## src/rtl/i_delay_tap_ctrl.sv

```systemverilog
// Tap controller for one I_DELAY cell: steps the tap one adjust pulse at a time
// until read-back matches a target, or issues a single load pulse.
module i_delay_tap_ctrl #(
  parameter int unsigned SETTLE_CYCLES = 3
) (
  input  logic       clk,
  input  logic       rst,
  input  logic       cmd_valid,
  output logic       cmd_ready,
  input  logic       cmd_load,
  input  logic [5:0] cmd_target,
  input  logic [5:0] dly_tap_value,
  output logic       dly_load,
  output logic       dly_adj,
  output logic       dly_incdec,
  output logic       busy,
  output logic       done,
  output logic       err,
  output logic [5:0] step_count
);
  localparam int unsigned TAP_W = 6;
  localparam int unsigned CNT_W = 4;

  if (SETTLE_CYCLES < 2 || SETTLE_CYCLES > 15) begin : g_settle_range
    $fatal(1, "i_delay_tap_ctrl: SETTLE_CYCLES=%0d outside 2..15", SETTLE_CYCLES);
  end

  typedef enum logic [2:0] {
    S_IDLE,
    S_CHECK,
    S_ADJ,
    S_WAIT,
    S_LOAD,
    S_DONE
  } state_t;

  state_t           state;
  logic [TAP_W-1:0] target;
  logic [TAP_W-1:0] prev_tap;
  logic             stepped;
  logic             load_flag;
  logic [CNT_W-1:0] wait_cnt;
  logic [CNT_W-1:0] wait_last;

  // A load re-seeds the whole tap register, so it gets one extra settle cycle.
  assign wait_last = load_flag ? CNT_W'(SETTLE_CYCLES) : CNT_W'(SETTLE_CYCLES - 1);

  always_ff @(posedge clk or posedge rst) begin
    if (rst) begin
      state      <= S_IDLE;
      cmd_ready  <= 1'b1;
      busy       <= 1'b0;
      done       <= 1'b0;
      err        <= 1'b0;
      dly_load   <= 1'b0;
      dly_adj    <= 1'b0;
      dly_incdec <= 1'b0;
      step_count <= '0;
      target     <= '0;
      prev_tap   <= '0;
      stepped    <= 1'b0;
      load_flag  <= 1'b0;
      wait_cnt   <= '0;
    end else begin
      // Pulse outputs are high for one cycle only unless re-asserted below.
      dly_load <= 1'b0;
      dly_adj  <= 1'b0;
      done     <= 1'b0;
      case (state)
        S_IDLE: begin
          if (cmd_valid) begin
            target     <= cmd_target;
            step_count <= '0;
            err        <= 1'b0;
            stepped    <= 1'b0;
            load_flag  <= cmd_load;
            cmd_ready  <= 1'b0;
            busy       <= 1'b1;
            if (cmd_load) begin
              dly_load <= 1'b1;
              state    <= S_LOAD;
            end else begin
              state <= S_CHECK;
            end
          end
        end
        S_CHECK: begin
          if (dly_tap_value == target) begin
            done  <= 1'b1;
            state <= S_DONE;
          end else if (stepped && (dly_tap_value == prev_tap)) begin
            // Last adjust did not move the tap: report a stall.
            done  <= 1'b1;
            err   <= 1'b1;
            state <= S_DONE;
          end else begin
            dly_incdec <= (target > dly_tap_value);
            prev_tap   <= dly_tap_value;
            stepped    <= 1'b1;
            step_count <= step_count + TAP_W'(1);
            dly_adj    <= 1'b1;
            state      <= S_ADJ;
          end
        end
        S_ADJ, S_LOAD: begin
          wait_cnt <= '0;
          state    <= S_WAIT;
        end
        S_WAIT: begin
          if (wait_cnt == wait_last) begin
            if (load_flag) begin
              done  <= 1'b1;
              state <= S_DONE;
            end else begin
              state <= S_CHECK;
            end
          end else begin
            wait_cnt <= wait_cnt + CNT_W'(1);
          end
        end
        S_DONE: begin
          cmd_ready <= 1'b1;
          busy      <= 1'b0;
          state     <= S_IDLE;
        end
        default: begin
          cmd_ready <= 1'b1;
          busy      <= 1'b0;
          state     <= S_IDLE;
        end
      endcase
    end
  end

endmodule

```

## config.mk

```make
export PLATFORM = sky130hd
export DESIGN_NAME = i_delay_tap_ctrl
export DESIGN_NICKNAME = d
export VERILOG_FILES = /design/src/rtl/i_delay_tap_ctrl.sv
export SDC_FILE = /design/constraint.sdc
export NUM_CORES = 1
export LEC_CHECK = 0
export BUFFER_PORTS_ARGS = -buffer_cell sky130_fd_sc_hd__buf_2
export CORE_AREA = 4 4 52 73
export CTS_CLUSTER_DIAMETER = 60
export CTS_CLUSTER_SIZE = 20
export DETAILED_ROUTE_END_ITERATION = 16
export DIE_AREA = 0 0 56 77
export PLACE_DENSITY = 0.81
export SLEW_MARGIN = 30
export SYNTH_ARGS = -nofsm -noshare
export SYNTH_HDL_FRONTEND = slang
export SYNTH_SLANG_ARGS = --single-unit
```

## constraint.sdc

```tcl
create_clock -name clk -period 5.8 [get_ports clk]
set_input_delay 1.16 -clock clk [delete_from_list [all_inputs] [get_ports clk]]
set_output_delay 1.16 -clock clk [all_outputs]
set_load 0.005 [all_outputs]
```

==> out/qor.yml <==
insertion_delay_ns: 0.29
area_delta_synth_final_pct: 14.86
vias_per_cell: 5.763
rows: 24
cts_tree: "done"
ys_seq_area_share_pct: 46.84
cts_sinks: 34
initial_core_util_pct: 58.25
cp.required_ns: 5.97
grt_first_pass_wirelength_um: 6396
dp_slack_ns: 2.870
hold_viol: 0
hpwl_um: 2866
totalWireLength_um: 3717
hp-class: "register to register"
finalSetupTns_ns: 0
synth.distinct_cells: 47
wl_per_cell_um: 15.49
fp.dieH_um: 77
initialDrtViolationCount: 29
fin_crit_sh_pct: 45.35
cts_resized: 0
status: "complete, no violations"
ys.flop_type: "dfrtp_1"
drv_slew: 0
grtUsageTotal_pct: 18.99
coreArea_um2: 3123
rr_worst_depth: 4
yosys_warnings: 0
overflow: 0
die_x_um: 56
ys_seq_elements: 34
p_leak_uw: 0.001002
place_congestion: 0.8063
cts_buffer_depth: 2
wl_met2_um: 2013
top_layer: "met4"
maxClockFrequency_ghz: 0.3802
synth_common_cells: "dfrtp_1, inv_1, ha_1, o21ai_0"
drive_gt1_share_pct: 27.36
antenna_found_initial: 0
setup_viol: 0
fin_ws_ns: 3.170
n_antenna_cell: 0
cp-start-kind: "input port"
port_buffers: 28
path_clk_slew_ns: 0.07
finalCriticalPeriod_ns: 2.630
wl_met1_um: 1432
die_area_um2: 4312
grt_start_max_net_pins: 35
vdd_drop_max_v: 0.0002909
synth.top_cell.area_share_pct: 45.39
cp_max_fo: 13
ys_top_cells_by_area: "dfrtp_1, ha_1, mux2_2, inv_1, xnor2_1"
cap_viol_max_count: 0
synthCells: 167
min_path_cells: 2
first_global_vias: 1468
wl_met3_um: 149
htree_levels: 2
post-cts-setup-buffers: 0
synth_top_cell_by_area: "dfrtp_1"
max_slew.worst_pin.slew_ns: 0.4831
ctsHoldBuffers: 0
p_per_area_nw_per_um2: 517.6
syn_area_um2: 1819
drtAntennaViolNets: 0
fin_nets: 224
drcViolationCount: 0
synth_nets: 191
critPathArrivalTime_ns: 2.80
ctsRootBufferMaster: "clkbuf_8"
worstSetupPathType: "input port to register"
synth_enable_flop_cells: 0
synth-async-reset-ratio_pct: 100.0
slew_headroom_pct: 67.45
skew_ns: 0.008802
firstDrtPassIters: 4
rsz0062_at_grt: "no"
vias: 1383
syn_avg_cell_area_um2: 10.89
end_kind: "register"
synth_most_common_cell: "dfrtp_1"
io-pin-count: 29
numCtsBuffers: 5
-- layout make-up --
| class | count | area [um2] |
|---|---|---|
| well taps | 39 | 48.80 |
| inverters | 20 | 75.07 |
| multi-input cells | 109 | 867.1 |
| flip-flops and latches | 34 | 852.1 |
| fillers | 265 | 1033 |
| repair buffers | 30 | 155.1 |
| clock inverters | 1 | 5.005 |
| clock buffers | 7 | 86.33 |
-- final timing paths --
check | start | endpoint | slack (ns)
min in group asynchronous | rst | busy | 0.95
min reg2reg | cmd_ready | cmd_ready | 0.47
min | cmd_ready | cmd_ready | 0.47
max in group asynchronous | rst | cmd_ready | 4.52
max reg2reg | state[0] | prev_tap[4] | 3.74
max | dly_tap_value[2] | prev_tap[4] | 3.17
-- layout by cell type, fill, tap and decap left out, drive strengths merged, types with 3 or more instances in the layout --
cell type and count:
nor2 7, o211ai 5, ha 8, a21oi 5, o21ai 9, dfrtp 33
o22ai 4, nand2 4, clkbuf 7, inv 20, xor2 3, buf 30
o221ai 3, nand3 7, xnor2 7, mux2 12
-- kinds of logic (layout without fill, tap and decap cells) --
| family | Yosys count | in the layout | share of synthesized area [%] |
|---|---|---|---|
| xor+xnor | 10 | 10 | 4.815 |
| buf+inv | 24 | 58 | 5.845 |
| fa+ha+maj | 8 | 8 | 5.502 |
| compound gates | 38 | 38 | 15.61 |
| simple gates | 40 | 40 | 12.79 |
| flops | 34 | 34 | 46.84 |
| mux | 13 | 13 | 8.597 |
-- power by group --
part | internal [uW] | total, uW | switching (uW) | leakage (uW)
clock network | 95.6 | 176 | 80.2 | 0.0000482
logic | 229 | 464 | 235 | 0.000534
registers | 344 | 441 | 97.6 | 0.000420
total | 668 | 1080 | 413 | 0.00100
-- routing by layer --
| layer | global-route usage [%] | vias to the layer above |
|---|---|---|
| li1 | - | 661 |
| met1 | 19.06 | 672 |
| met2 | 34.43 | 36 |
| met3 | 5.210 | 14 |
| met4 | 10.45 | 0 |
| met5 | 0 | - |
-- registers in the layout (all words and copies together), names as in the netlist --
| name | count |
|---|---|
| wait_cnt | 4 |
| stepped | 1 |
| err | 1 |
| load_flag | 1 |
| prev_tap | 6 |
| dly_load | 1 |
| done | 1 |
| busy | 1 |
| cmd_ready | 1 |
| state | 3 |
| target | 6 |
| step_count | 6 |
| dly_incdec | 1 |
| dly_adj | 1 |
-- worst max-delay path, stage by stage --
cell and delay (ns):
buf_2 0.11, inv_1 0.05, ha_1 0.31, and4_1 0.25, a31oi_4 0.35, o21ai_4 0.22, mux2_1 0.35
-- through the flow --
step / power (uW) / std cells / util (%) / area (um2) / hold WS [ns]
after CTS: 1090 / 240 / 66.91 / 2090 / 0.4712
after global routing: 1170 / 240 / 66.91 / 2090 / 0.4829
after detailed placement: 910.0 / 232 / 63.98 / 1998 / 0.4625
after floorplan: 786.9 / 167 / - / 1819 / 0.4505
final: 1081 / 240 / 66.91 / 2090 / 0.4708
after global placement: 878.9 / 232 / 63.98 / 1998 / 0.4504
Power figures use the tool's default switching activity.
